$ cat src/rtl/id_counter_param_if.sv
// Strobe/ratio inputs and recovered-clock outputs of the DPLL I/D counter.
// The master modport drives the strobes and the divide ratio; the slave modport drives the outputs.
interface id_counter_param_if #(
    parameter int unsigned CNT_W  = 8,
    parameter int unsigned PEND_W = 4
);
    logic                     inc;
    logic                     dec;
    logic [CNT_W-1:0]         div;
    logic                     id_out;
    logic                     wrap;
    logic signed [PEND_W-1:0] pending;
    logic                     ovf;

    modport master (
        output inc, dec, div,
        input  id_out, wrap, pending, ovf
    );

    modport slave (
        input  inc, dec, div,
        output id_out, wrap, pending, ovf
    );
endinterface

$ cat src/rtl/id_counter_param.sv
// Increment/decrement counter for the DPLL: divides clk by a runtime ratio and applies
// at most one +/-1 clk phase step per output period from a saturating pending accumulator.
module id_counter_param #(
    parameter int unsigned CNT_W  = 8,
    parameter int unsigned PEND_W = 4
) (
    input logic               clk,
    input logic               reset,
    id_counter_param_if.slave bus
);
    localparam int PendMaxInt = (2 ** (PEND_W - 1)) - 1;
    localparam int PendMinInt = -(2 ** (PEND_W - 1));
    localparam logic signed [PEND_W:0] PendMax = (PEND_W + 1)'(PendMaxInt);
    localparam logic signed [PEND_W:0] PendMin = (PEND_W + 1)'(PendMinInt);
    localparam logic signed [PEND_W:0] One     = (PEND_W + 1)'(1);
    localparam logic signed [PEND_W:0] MinusOne = '1;

    logic [CNT_W-1:0]         ph_q, ph_d;
    logic [CNT_W-1:0]         div_q, div_d;
    logic [CNT_W-1:0]         div_clamp;
    logic signed [PEND_W-1:0] pend_q, pend_d;
    logic                     stall_q, stall_d;
    logic                     id_q, id_d;
    logic                     wrap_q, wrap_d;
    logic                     ovf_q, ovf_d;
    logic signed [PEND_W:0]   adj;
    logic signed [PEND_W:0]   delta;
    logic signed [PEND_W:0]   sum;

    assign div_clamp = (bus.div < CNT_W'(2)) ? CNT_W'(2) : bus.div;

    always_comb begin
        ph_d    = ph_q + CNT_W'(1);
        div_d   = div_q;
        stall_d = 1'b0;
        wrap_d  = 1'b0;
        adj     = '0;
        pend_d  = pend_q;
        ovf_d   = ovf_q;
        delta   = '0;

        if (ph_q == div_q - CNT_W'(1)) begin
            // After a stall the repeated last count is a plain wrap with no further correction.
            if (stall_q) begin
                ph_d   = '0;
                wrap_d = 1'b1;
            end else if (pend_q > 0) begin
                ph_d   = CNT_W'(1);
                adj    = MinusOne;
                wrap_d = 1'b1;
            end else if (pend_q < 0) begin
                ph_d    = ph_q;
                adj     = One;
                stall_d = 1'b1;
            end else begin
                ph_d   = '0;
                wrap_d = 1'b1;
            end
        end

        if (wrap_d) begin
            div_d = div_clamp;
        end

        if (bus.inc && !bus.dec) begin
            delta = One;
        end else if (bus.dec && !bus.inc) begin
            delta = MinusOne;
        end

        sum = $signed({pend_q[PEND_W-1], pend_q}) + delta + adj;
        if (sum > PendMax) begin
            pend_d = PendMax[PEND_W-1:0];
            ovf_d  = 1'b1;
        end else if (sum < PendMin) begin
            pend_d = PendMin[PEND_W-1:0];
            ovf_d  = 1'b1;
        end else begin
            pend_d = sum[PEND_W-1:0];
        end

        id_d = (ph_d < (div_d >> 1));
    end

    always_ff @(posedge clk) begin
        if (reset) begin
            ph_q    <= '0;
            div_q   <= div_clamp;
            pend_q  <= '0;
            stall_q <= 1'b0;
            id_q    <= 1'b1;
            wrap_q  <= 1'b0;
            ovf_q   <= 1'b0;
        end else begin
            ph_q    <= ph_d;
            div_q   <= div_d;
            pend_q  <= pend_d;
            stall_q <= stall_d;
            id_q    <= id_d;
            wrap_q  <= wrap_d;
            ovf_q   <= ovf_d;
        end
    end

    assign bus.id_out  = id_q;
    assign bus.wrap    = wrap_q;
    assign bus.pending = pend_q;
    assign bus.ovf     = ovf_q;
endmodule

$ cat src/flat_wrapper.sv
// flat-port wrapper written by rule: the top's interface ports become plain ports
module id_counter_param_flat 
#(
    parameter int unsigned CNT_W  = 8,
    parameter int unsigned PEND_W = 4
)
  (clk, reset, bus_inc, bus_dec, bus_div, bus_id_out, bus_wrap, bus_pending, bus_ovf);
  id_counter_param_if #(.CNT_W(CNT_W), .PEND_W(PEND_W)) bus_i ();
  input logic clk;
  input logic reset;
  input wire logic [$bits(bus_i.inc)-1:0] bus_inc;
  input wire logic [$bits(bus_i.dec)-1:0] bus_dec;
  input wire logic [$bits(bus_i.div)-1:0] bus_div;
  output wire logic [$bits(bus_i.id_out)-1:0] bus_id_out;
  output wire logic [$bits(bus_i.wrap)-1:0] bus_wrap;
  output wire logic [$bits(bus_i.pending)-1:0] bus_pending;
  output wire logic [$bits(bus_i.ovf)-1:0] bus_ovf;
  assign bus_i.inc = bus_inc;
  assign bus_i.dec = bus_dec;
  assign bus_i.div = bus_div;
  assign bus_id_out = bus_i.id_out;
  assign bus_wrap = bus_i.wrap;
  assign bus_pending = bus_i.pending;
  assign bus_ovf = bus_i.ovf;
  id_counter_param #(.CNT_W(CNT_W), .PEND_W(PEND_W)) u_core (.clk(clk), .reset(reset), .bus(bus_i));
endmodule
$ cat config.mk
export PLATFORM = sky130hd
export DESIGN_NAME = id_counter_param_flat
export DESIGN_NICKNAME = d
export VERILOG_FILES = /design/src/rtl/id_counter_param_if.sv /design/src/rtl/id_counter_param.sv /design/src/flat_wrapper.sv
export SDC_FILE = /design/constraint.sdc
export NUM_CORES = 1
export LEC_CHECK = 0
export CORE_UTILIZATION = 25
export CTS_CLUSTER_SIZE = 30
export DETAILED_ROUTE_END_ITERATION = 10
export PLACE_DENSITY = 0.46
export REMOVE_ABC_BUFFERS = 1
export SYNTH_ARGS = -nofsm -noshare
export SYNTH_HDL_FRONTEND = slang
export SYNTH_SLANG_ARGS = --single-unit
$ cat constraint.sdc
create_clock -name clk -period 5.37 [get_ports clk]
set_input_delay 1.3425 -clock clk [delete_from_list [all_inputs] [get_ports clk]]
set_output_delay 1.3425 -clock clk [all_outputs]
set_load 0.1 [all_outputs]
==> run_results.csv, run 1 <==
group,metric,value,unit
yosys,async_reset_ff_share,0,%
clocking,cts_sinks,24,
finish,mostFrequentLayoutCell,"sky130_fd_sc_hd__dfxtp_1",
die,dieArea,7450,um^2
min_path,min_delay_worst_endpoint,"u_core.bus.ovf",
detailed_routing,detail_route.iter0.violations,44,
yosys,synthesis.area,1780,um^2
yosys,post_synth_xor_area_fraction,6.40,%
min_path,worstHoldPathCells,2,
yosys,synth.area.top_cells,"sky130_fd_sc_hd__dfxtp_1, sky130_fd_sc_hd__ha_1, sky130_fd_sc_hd__fa_1",
yosys,synth-compound-area-share,11.9,%
run_status,outcome,"complete, no violations",
clocking,cts_tree,"built",
yosys,synth-adder-area-share,16.2,%
finish,design_area,2120,um^2
yosys,synth_cell_types,47,
clocking,cts-root-buf,"sky130_fd_sc_hd__clkbuf_8",
die,placement_row_count,30,
finish,most-common-layout-cells,"sky130_fd_sc_hd__dfxtp_1, sky130_fd_sc_hd__nor2_1, sky130_fd_sc_hd__clkdlybuf4s50_1",
run,timing.max_cap.violations,0,
clocking,holdBufCountCts,0,
yosys,synth-seq-area-share,27.6,%
detailed_routing,drt-pass1-iter-count,4,
die,placeableCoreArea,6830,um^2
clocking,clockBufferDepth,2,
clocking,worst_skew_pair.late_latency,0.28,ns
detailed_routing,vias,1291,
yosys,synth_seq_cells,24,
yosys,synthDominantAreaCellType,"sky130_fd_sc_hd__dfxtp_1",
critical_path,critPathArrivalTime,4.64,ns
detailed_routing,avgViaCountPerCell,4.29,
detailed_routing,detail_route.drc_violations,0,
min_path,min_path_type,"register to register",
sta,finalSetupViolCount,0,
critical_path,regToRegSetupSlack,0.88,ns
global_route,globalRouteOverflowTotal,0,
sta,max_clock_freq,223,MHz
yosys,postSynth.topFlopCell,"sky130_fd_sc_hd__dfxtp_1",
yosys,number_of_flops_mapped_to_enable_cells_by_yosys,1,
sta,fin_skew,0.00774,ns
die,design.portCount,19,
clocking,cts_buffers,3,
critical_path,crit_path_max_fanout,16,
yosys,synth_top_family_by_area,"simple AND/OR/NAND/NOR gates",
detailed_routing,wl_per_cell,11.9,um
finish,antennaDiodeCount,0,
sta,period_needed,4.49,ns
yosys,proportion_of_netlist_area_held_by_the_largest_area_contributor,25.9,%
yosys,netlist_instances,188,
yosys,portion_of_netlist_area_occupied_by_mux_cells,12.3,%
pwr,pwr_density_cell,351,nW/um^2
pwr,power.static_leakage,0.910,nW
finish,finalNetCount,238,
yosys,synthSimpleGateAreaFrac,21.5,%
die,initial_core_util,26.0,%
critical_path,worst_flop_to_flop_path_startpoint,"u_core.div_q[0]",
critical_path,crit_path_start_kind,"register",
critical_path,number_of_cells_on_the_worst_reg_to_reg_path,17,
sta,worst_slew_pin_slew,0.971,ns
global_route,antenna_found_initial,0,
finish,drive_above_1_share,9.76,%
clocking,clk_pin_slew_worst_paths,0.10,ns
die,die_h,86.3,um
finish,syn_to_final_growth,19.2,%
pwr,ir_worst_vdd,0.217,mV
detailed_routing,finalWirelength,3580,um
placed_design,instance_area_at_placement,2050,um^2
placed_design,dp.final_hpwl,2790,um
global_route,grt_start_max_net_pins,19,
sta,timing.slew.headroom,35.1,%
sta,layout_worst_path_cycle_share,83.6,%
detailed_routing,antenna_left,0,
global_route,via_count_of_the_first_global_routing_pass,1256,
finish,fin_cells,301,
clocking,cts_resized,0,
sta,rsz0062_at_grt,"no",
yosys,post_synth.cell_area_avg,9.46,um^2
critical_path,path_class,"register to register",
critical_path,endpoint_kind,"register",
sta,finalMaxSlewViolations,0,
min_path,worst_hold_startpoint,"u_core.bus.ovf",
sta,fin_tns_setup,0,ns
critical_path,crit_path_start,"u_core.div_q[0]",
placed_design,number_of_input_and_output_port_buffers_inserted,18,
critical_path,crit-reg2reg-capture,"u_core.bus.pending[1]",
yosys,synth-warning-count,0,
critical_path,crit_required,5.52,ns
global_route,global_route.usage.total,10.5,%
clocking,cts_setup_buffers,0,
global_route,grt_first_pass_wirelength,6080,um
placed_design,gpl.final_weighted_congestion,0.769,
die,die_width,86.3,um
placed_design,dp.cells,297,
sta,final_hold_viol_count,0,
clocking,cts_max_level,1,
[flip-flops by register name (all words and copies together) (netlist names)]
signal	cells
u_core.div_q	8
u_core.ph_q	8
u_core.bus.pending	4
u_core.bus.id_out	1
u_core.bus.ovf	1
u_core.bus.wrap	1
u_core.stall_q	1
[where the power goes]
group | internal [mW] | switching, mW
clock | 0.0812 | 0.0656
sequential | 0.205 | 0.0323
combinational | 0.124 | 0.236
[worst max path at each step]
stage | end | slack [ns] | cells after the start
finish | u_core.bus.pending[1] | 0.88 | 17
global route | u_core.bus.pending[1] | 0.52 | 17
CTS | u_core.bus.pending[1] | 0.82 | 17
detailed placement | u_core.bus.pending[1] | 0.85 | 17
global placement | u_core.bus.pending[1] | 0.87 | 17
floorplan | u_core.bus.pending[0] | 1.04 | 18
[worst max-delay path: stages (launching register included)]
cell and delay [ns]:
sky130_fd_sc_hd__edfxtp_1 0.44, sky130_fd_sc_hd__inv_1 0.08, sky130_fd_sc_hd__ha_1 0.21, sky130_fd_sc_hd__nor3b_2 0.22, sky130_fd_sc_hd__nand2_1 0.09, sky130_fd_sc_hd__xnor2_1 0.16
sky130_fd_sc_hd__a2111oi_4 0.32, sky130_fd_sc_hd__buf_4 0.22, sky130_fd_sc_hd__nand2_4 0.13, sky130_fd_sc_hd__nor4_1 0.59, sky130_fd_sc_hd__fa_1 0.53, sky130_fd_sc_hd__ha_1 0.24
sky130_fd_sc_hd__fa_1 0.39, sky130_fd_sc_hd__xnor2_1 0.25, sky130_fd_sc_hd__inv_1 0.07, sky130_fd_sc_hd__ha_1 0.22, sky130_fd_sc_hd__a21oi_1 0.13, sky130_fd_sc_hd__nor2_1 0.05
[cell type report]
class,count,area (um^2)
clock buffers,4,66.3
fillers,736,4710
inverters,11,41.3
repair buffers,19,188
flip-flops and latches,24,490
multi-input cells,147,1210
well taps,96,120
[cells by family (layout without fill, tap and decap cells)]
group	count (synthesis)	count (layout)
AO/OA/AOI/OAI	27	27
XOR/XNOR	13	13
adder cells (fa/ha/maj)	20	20
buffers and inverters	17	34
flip-flops	24	24
multiplexers	20	20
AND/OR/NAND/NOR	67	67
[synthesized netlist by cell type, types with 2 or more instances]
master and instances:
sky130_fd_sc_hd__nand4b_1 2, sky130_fd_sc_hd__xor2_1 6, sky130_fd_sc_hd__nand2b_1 2, sky130_fd_sc_hd__a21oi_1 10, sky130_fd_sc_hd__nand2_1 11, sky130_fd_sc_hd__mux2_2 3
sky130_fd_sc_hd__mux2_1 8, sky130_fd_sc_hd__nor3_1 6, sky130_fd_sc_hd__nand3_1 3, sky130_fd_sc_hd__a21o_1 2, sky130_fd_sc_hd__nor2b_1 4, sky130_fd_sc_hd__xnor2_1 7
sky130_fd_sc_hd__and3_1 3, sky130_fd_sc_hd__dfxtp_1 23, sky130_fd_sc_hd__nand2_4 2, sky130_fd_sc_hd__inv_1 11, sky130_fd_sc_hd__mux2i_1 8, sky130_fd_sc_hd__ha_1 15
sky130_fd_sc_hd__buf_2 2, sky130_fd_sc_hd__o21ai_0 4, sky130_fd_sc_hd__fa_1 5, sky130_fd_sc_hd__nand3b_1 2, sky130_fd_sc_hd__a211oi_1 2, sky130_fd_sc_hd__clkbuf_1 2
sky130_fd_sc_hd__nor4_1 3, sky130_fd_sc_hd__nor2_1 21
[stage by stage]
step	util, %	hold slack (ns)	setup WS, ns	power (mW)
global route	31.0	0.524	0.525	0.796
detailed placement	30.1	0.467	0.854	0.606
CTS	31.0	0.504	0.823	0.754
global placement	30.1	0.471	0.871	0.606
floorplan	-	0.485	1.04	0.518
finish	31.0	0.507	0.883	0.743
[layer usage]
metal,GRT usage (%),up-vias,wire length [um]
li1,-,702,-
met1,15.1,572,1910
met2,15.6,12,1560
met3,1.43,5,43
met4,4.55,0,64
met5,0,-,0
(Power assumes the default switching activity.)
==> run 2, diff against run 1 <==
--- a/config.mk
+++ b/config.mk
@@ -8,7 +8,7 @@
 export CORE_UTILIZATION = 25
 export CTS_CLUSTER_SIZE = 30
 export DETAILED_ROUTE_END_ITERATION = 10
-export PLACE_DENSITY = 0.46
+export PLACE_DENSITY = 0.47
 export REMOVE_ABC_BUFFERS = 1
 export SYNTH_ARGS = -nofsm -noshare
 export SYNTH_HDL_FRONTEND = slang
==> constraint.sdc (replaced) <==
create_clock -name clk -period 4 [get_ports clk]
set_input_delay 1 -clock clk [delete_from_list [all_inputs] [get_ports clk]]
set_output_delay 1 -clock clk [all_outputs]
set_load 0.1 [all_outputs]
==> run 2 against run 1 <==
  * Maximum frequency up 17%
  * Worst hold slack worse by 0.010 ns
  * Die area unchanged
  * Non-clock buffer count rose by 7
  * Sequential share of layout area fell by 1.1 points
  * Critical endpoint is now u_core.bus.ovf
  * Final cell count rose by 2.3%
  * Clock power increased by 36%
  * Wire length rose by 8.1%
  * Final area increased by 5.4%
==> run_results.csv, run 2 (synthesis results as in run 1) <==
group,metric,value,unit
sta,worst_slew_pin_slew,0.971,ns
global_route,grt_util_met2,16.5,%
clocking,holdBufCountCts,0,
critical_path,critPathArrivalTime,3.99,ns
finish,fillCellCount,743,
die,die_h,86.3,um
sta,layout_worst_path_cycle_share,96.1,%
run_status,outcome,"complete, no violations",
finish,syn_to_final_growth,25.7,%
pwr,power.static_leakage,0.962,nW
critical_path,worst_path_most_repeated_cell,"sky130_fd_sc_hd__buf_4",
clocking,cts-root-buf,"sky130_fd_sc_hd__clkbuf_8",
critical_path,cpPeakStageDelay,0.52,ns
critical_path,path_class,"register to register",
detailed_routing,avgViaCountPerCell,4.32,
sta,timing.slew.headroom,35.1,%
detailed_routing,vias,1330,
die,design.portCount,19,
global_route,via_count_of_the_first_global_routing_pass,1229,
clocking,cts_sinks,24,
global_route,grt_first_pass_wirelength,6320,um
critical_path,critPathTopFamily,"simple AND/OR/NAND/NOR gates",
critical_path,worst_flop_to_flop_path_startpoint,"u_core.div_q[0]",
detailed_routing,detail_route.iter0.violations,50,
finish,most-common-layout-cells,"sky130_fd_sc_hd__dfxtp_1, sky130_fd_sc_hd__nor2_1, sky130_fd_sc_hd__clkdlybuf4s50_1",
die,placeableCoreArea,6830,um^2
min_path,min_path_type,"register to register",
global_route,global_route.usage.total,10.9,%
clocking,cts_tree,"built",
global_route,globalRouteOverflowTotal,0,
placed_design,number_of_input_and_output_port_buffers_inserted,18,
min_path,worst_hold_startpoint,"u_core.bus.ovf",
global_route,global_route.peak_usage_layer,"met2",
finish,utilization,32.7,%
critical_path,timing.critical_path.cells,"buf_4 > or4_4 > nor4_4 > a211oi_2 > nand2_4 > nand2_4 > nor4_4 > buf_4 > fa_1 > ha_1 > fa_2 > xnor2_2 > buf_4 > ha_1 > nor2_1 > nor2_1",
sta,fin_tns_setup,0,ns
finish,drive_above_1_share,17.0,%
clocking,clockBufferDepth,2,
finish,mostFrequentLayoutCell,"sky130_fd_sc_hd__dfxtp_1",
critical_path,endpoint_kind,"register",
sta,finalSetupViolCount,0,
sta,final_hold_viol_count,0,
placed_design,dp.final_hpwl,2910,um
die,dieArea,7450,um^2
detailed_routing,detail_route.drc_violations,0,
detailed_routing,antenna_left,0,
sta,finalMaxSlewViolations,0,
die,placement_row_count,30,
sta,period_needed,3.84,ns
pwr,pwr_density_cell,468,nW/um^2
detailed_routing,wl_per_cell,12.6,um
sta,fin_skew,0.00694,ns
pwr,ir_worst_vdd,0.238,mV
critical_path,cp_num_buf_inv,3,
critical_path,cp_slowest_cell,"sky130_fd_sc_hd__or4_4",
finish,finalNetCount,245,
die,die_width,86.3,um
critical_path,crit_path_max_fanout,3,
clocking,worst_skew_pair.late_latency,0.28,ns
clocking,cts_max_level,1,
global_route,antenna_found_initial,0,
clocking,clk_pin_slew_worst_paths,0.10,ns
clocking,cts_buffers,3,
detailed_routing,drt-pass1-iter-count,4,
finish,antennaDiodeCount,0,
global_route,grt.met1_usage,16.3,%
run,timing.max_cap.violations,0,
critical_path,crit_required,4.15,ns
placed_design,gpl.final_weighted_congestion,0.726,
critical_path,crit_path_start_kind,"register",
detailed_routing,finalWirelength,3870,um
die,initial_core_util,26.0,%
critical_path,regToRegSetupSlack,0.16,ns
global_route,grt_start_max_net_pins,19,
sta,max_clock_freq,260,MHz
global_route,grt.met3_usage,1.24,%
critical_path,crit_path_start,"u_core.div_q[0]",
==> run 2: path summary, 6_finish.rpt <==
kind / end / depth (start not counted)
max: u_core.bus.ovf / 16
min: u_core.bus.ovf / 2
max reg2reg: u_core.bus.ovf / 16
min reg2reg: u_core.bus.ovf / 2
==> run 2: worst min-delay path, cell delays in order (launching register included) <==
cell and delay (ns):
sky130_fd_sc_hd__dfxtp_1 0.34, sky130_fd_sc_hd__nor2_1 0.05, sky130_fd_sc_hd__nor2_1 0.08
==> run 2: routing by layer <==
metal  wire, um  part of all wire (%)
met3         61                   1.6
met5          0                     0
met2       1740                    45
met4         32                  0.83
met1       2040                    53
==> run 2: area by class of cell <==
cell class / count / area, um^2 / area share [%]
clock buffers: 4 / 66.3 / 2.97
inverters: 11 / 41.3 / 1.85
multi-input cells: 147 / 1270 / 57.1
flip-flops and latches: 24 / 492 / 22.0
well taps: 96 / 120 / 5.38
repair buffers: 26 / 240 / 10.8
==> run 2: power by group <==
group | total [mW] | switching [mW] | internal, mW
Clock | 0.200 | 0.0909 | 0.109
Sequential | 0.323 | 0.0483 | 0.275
Combinational | 0.524 | 0.334 | 0.190
==> run 2: metrics by stage <==
step	cells	power, mW	area [um^2]	hold WS (ns)	setup slack [ns]
2_1_floorplan	182	0.696	1750	0.485	-0.334
3_3_place_gp	303	0.818	2100	0.472	0.0985
3_5_place_dp	303	0.816	2100	0.463	0.0678
4_1_cts	307	1.02	2160	0.499	0.0476
5_1_grt	308	1.12	2230	0.518	-0.0471
6_report	308	1.05	2230	0.497	0.157
==> run 2: what timing repair did <==
| item | CTS | global route |
|---|---|---|
| endpoints found under the setup margin | 0 | 5 |
| buffers inserted | 0 | 1 |
| resized for setup | 0 | 12 |
==> run 3, diff against run 2 <==
--- a/config.mk
+++ b/config.mk
@@ -5,11 +5,14 @@
 export SDC_FILE = /design/constraint.sdc
 export NUM_CORES = 1
 export LEC_CHECK = 0
+export CAP_MARGIN = 0
 export CORE_UTILIZATION = 25
 export CTS_CLUSTER_SIZE = 30
 export DETAILED_ROUTE_END_ITERATION = 10
 export PLACE_DENSITY = 0.47
 export REMOVE_ABC_BUFFERS = 1
+export SKIP_LAST_GASP = 1
 export SYNTH_ARGS = -nofsm -noshare
 export SYNTH_HDL_FRONTEND = slang
 export SYNTH_SLANG_ARGS = --single-unit
+export TNS_END_PERCENT = 10
==> run 3 against run 2 <==
  * Sequential power hardly changed
  * Sequential share of layout area is 0.087 points higher
  * Utilization is 0.13 points lower
  * Non-clock buffer count stayed put
  * First-iteration DRC count is 14% higher
  * Count of clock-buffer cells in the layout stayed put
  * Critical path depth stayed put
  * Global-route usage stayed put
  * Die area stayed put
  * Maximum frequency hardly changed
  * Largest power group unchanged
  * Highest routed layer unchanged
==> run_results.csv, run 3 (synthesis results as in run 1) <==
group,metric,value,unit
pwr,power.static_leakage,0.961,nW
global_route,antenna_found_initial,0,
sta,finalSetupViolCount,0,
critical_path,path_class,"register to register",
finish,fin_cells,308,
global_route,grt_util_met2,16.5,%
detailed_routing,detail_route.iter0.violations,57,
sta,fin_ws,0.159,ns
die,placeableCoreArea,6830,um^2
clocking,cts_sinks,24,
clocking,cts_max_level,1,
finish,antennaDiodeCount,0,
pwr,power.share.clock,19.2,%
pwr,sw_power,0.470,mW
sta,worst_slew_pin_slew,0.971,ns
pwr,pwr-share-comb,50.0,%
sta,timing.slew.headroom,35.1,%
pwr,post-layout-total-power,1.04,mW
critical_path,worst_path_most_repeated_cell,"sky130_fd_sc_hd__buf_4",
detailed_routing,drt-pass1-iter-count,4,
global_route,global_route.peak_usage_layer,"met2",
critical_path,critPathArrivalTime,3.99,ns
sta,period_needed,3.84,ns
sta,fin_skew,0.00578,ns
die,design.portCount,19,
pwr,pwr-share-seq,30.9,%
pwr,ir_worst_vdd,0.238,mV
critical_path,timing.critical_path.cells,"buf_4 > or4_4 > nor4_4 > a211oi_2 > nand2_4 > nand2_4 > nor4_2 > buf_4 > fa_1 > ha_1 > fa_2 > xnor2_2 > buf_4 > ha_1 > nor2_1 > nor2_1",
finish,finalNetCount,245,
pwr,internal_power,0.574,mW
sta,fin_tns_setup,0,ns
critical_path,critPathTopFamily,"simple AND/OR/NAND/NOR gates",
finish,mostFrequentLayoutCell,"sky130_fd_sc_hd__dfxtp_1",
critical_path,number_of_cells_on_the_worst_reg_to_reg_path,16,
critical_path,cpPeakStageDelay,0.52,ns
finish,syn_to_final_growth,25.2,%
critical_path,crit-reg2reg-capture,"u_core.bus.ovf",
sta,layout_worst_path_cycle_share,96.0,%
die,dieArea,7450,um^2
min_path,worstHoldPathCells,2,
clocking,clk_pin_slew_worst_paths,0.10,ns
detailed_routing,vias,1328,
critical_path,crit_path_start_kind,"register",
clocking,cts-root-buf,"sky130_fd_sc_hd__clkbuf_8",
finish,design_area,2230,um^2
die,die_h,86.3,um
global_route,grt.met3_usage,1.24,%
global_route,grt.met1_usage,16.3,%
critical_path,crit_path_max_fanout,3,
finish,most-common-layout-cells,"sky130_fd_sc_hd__dfxtp_1, sky130_fd_sc_hd__nor2_1, sky130_fd_sc_hd__clkdlybuf4s50_1",
die,placement_row_count,30,
clocking,holdBufCountCts,0,
critical_path,cp_num_buf_inv,3,
detailed_routing,antenna_left,0,
placed_design,dp.final_hpwl,2910,um
sta,final_hold_viol_count,0,
min_path,min_path_type,"register to register",
die,initial_core_util,26.0,%
pwr,pwr_density_cell,469,nW/um^2
critical_path,worst_flop_to_flop_path_startpoint,"u_core.div_q[0]",
clocking,cts_tree,"built",
critical_path,regToRegSetupSlack,0.16,ns
finish,drive_above_1_share,17.0,%
critical_path,crit_path_start,"u_core.div_q[0]",
clocking,cts_buffers,3,
critical_path,crit_required,4.15,ns
sta,rsz0062_at_grt,"yes",
detailed_routing,avgViaCountPerCell,4.31,
critical_path,endpoint_kind,"register",
placed_design,instance_area_at_placement,2100,um^2
run_status,outcome,"complete, no violations",
placed_design,dp.cells,303,
finish,multi_input_comb_area,1270,um^2
detailed_routing,finalWirelength,3880,um
global_route,global_route.usage.total,10.9,%
finish,final-seq-area,492,um^2
critical_path,worst-path-stages,16,
clocking,worst_skew_pair.late_latency,0.28,ns
critical_path,cp_slowest_cell,"sky130_fd_sc_hd__or4_4",
critical_path,endpoint,"u_core.bus.ovf",
die,die_width,86.3,um
sta,finalMaxSlewViolations,0,
placed_design,gpl.final_weighted_congestion,0.726,
global_route,grt_start_max_net_pins,19,
global_route,grt_first_pass_wirelength,6320,um
sta,max_clock_freq,260,MHz
finish,fillCellCount,743,
pwr,swShare,45.1,%
detailed_routing,wl_per_cell,12.6,um
run,timing.max_cap.violations,0,
clocking,clockBufferDepth,2,
detailed_routing,detail_route.drc_violations,0,
placed_design,number_of_input_and_output_port_buffers_inserted,18,
placed_design,dpl_worst_slack,0.0678,ns
global_route,via_count_of_the_first_global_routing_pass,1229,
global_route,globalRouteOverflowTotal,0,
[run 3: cell counts in the layout (fill, tap and decap cells not counted)]
Identical to the previous run, type by type.
[run 3: through the flow]
step	hold WS (ns)	utilization [%]
detailed placement	0.463	30.7
floorplan	0.485	-
CTS	0.499	31.7
global route	0.518	32.6
finish	0.497	32.6
global placement	0.472	30.7
[run 3: power groups by stage]
stage	clock (mW)	combinational (mW)	sequential, mW
floorplan	0	0.231	0.465
finish	0.200	0.522	0.322
CTS	0.206	0.494	0.319
global placement	0	0.492	0.326
detailed placement	0	0.492	0.325
global route	0.216	0.570	0.330
[run 3: worst min path at each step]
stage | start | to | slack [ns]
2_1_floorplan | u_core.div_q[7] | u_core.div_q[7] | 0.48
3_3_place_gp | u_core.bus.ovf | u_core.bus.ovf | 0.47
3_5_place_dp | u_core.bus.ovf | u_core.bus.ovf | 0.46
4_1_cts | u_core.bus.ovf | u_core.bus.ovf | 0.50
5_1_grt | u_core.bus.ovf | u_core.bus.ovf | 0.52
6_report | u_core.bus.ovf | u_core.bus.ovf | 0.50
[run 3: area by class of cell]
cell class              instances  area share [%]
flip-flops and latches         24            22.1
well taps                      96            5.40
clock buffers                   4            2.98
inverters                      11            1.85
multi-input cells             147            56.9
repair buffers                 26            10.8
[run 3: repair_timing]
| action | CTS | global route |
|---|---|---|
| buffers inserted | 0 | 1 |
| endpoints found under the setup margin | 0 | 5 |
| resized for setup | 0 | 11 |
| hold endpoints to repair | 0 | 0 |
[run 3: tightest hold or removal path: stages, from the launching register on]
cell and delay [ns]:
sky130_fd_sc_hd__dfxtp_1 0.34, sky130_fd_sc_hd__nor2_1 0.05, sky130_fd_sc_hd__nor2_1 0.08
[run 3: routing by layer]
metal | wire length (um) | up-vias
met5 | 0 | -
met3 | 61 | 2
li1 | - | 708
met1 | 2050 | 604
met2 | 1730 | 14
met4 | 32 | 0
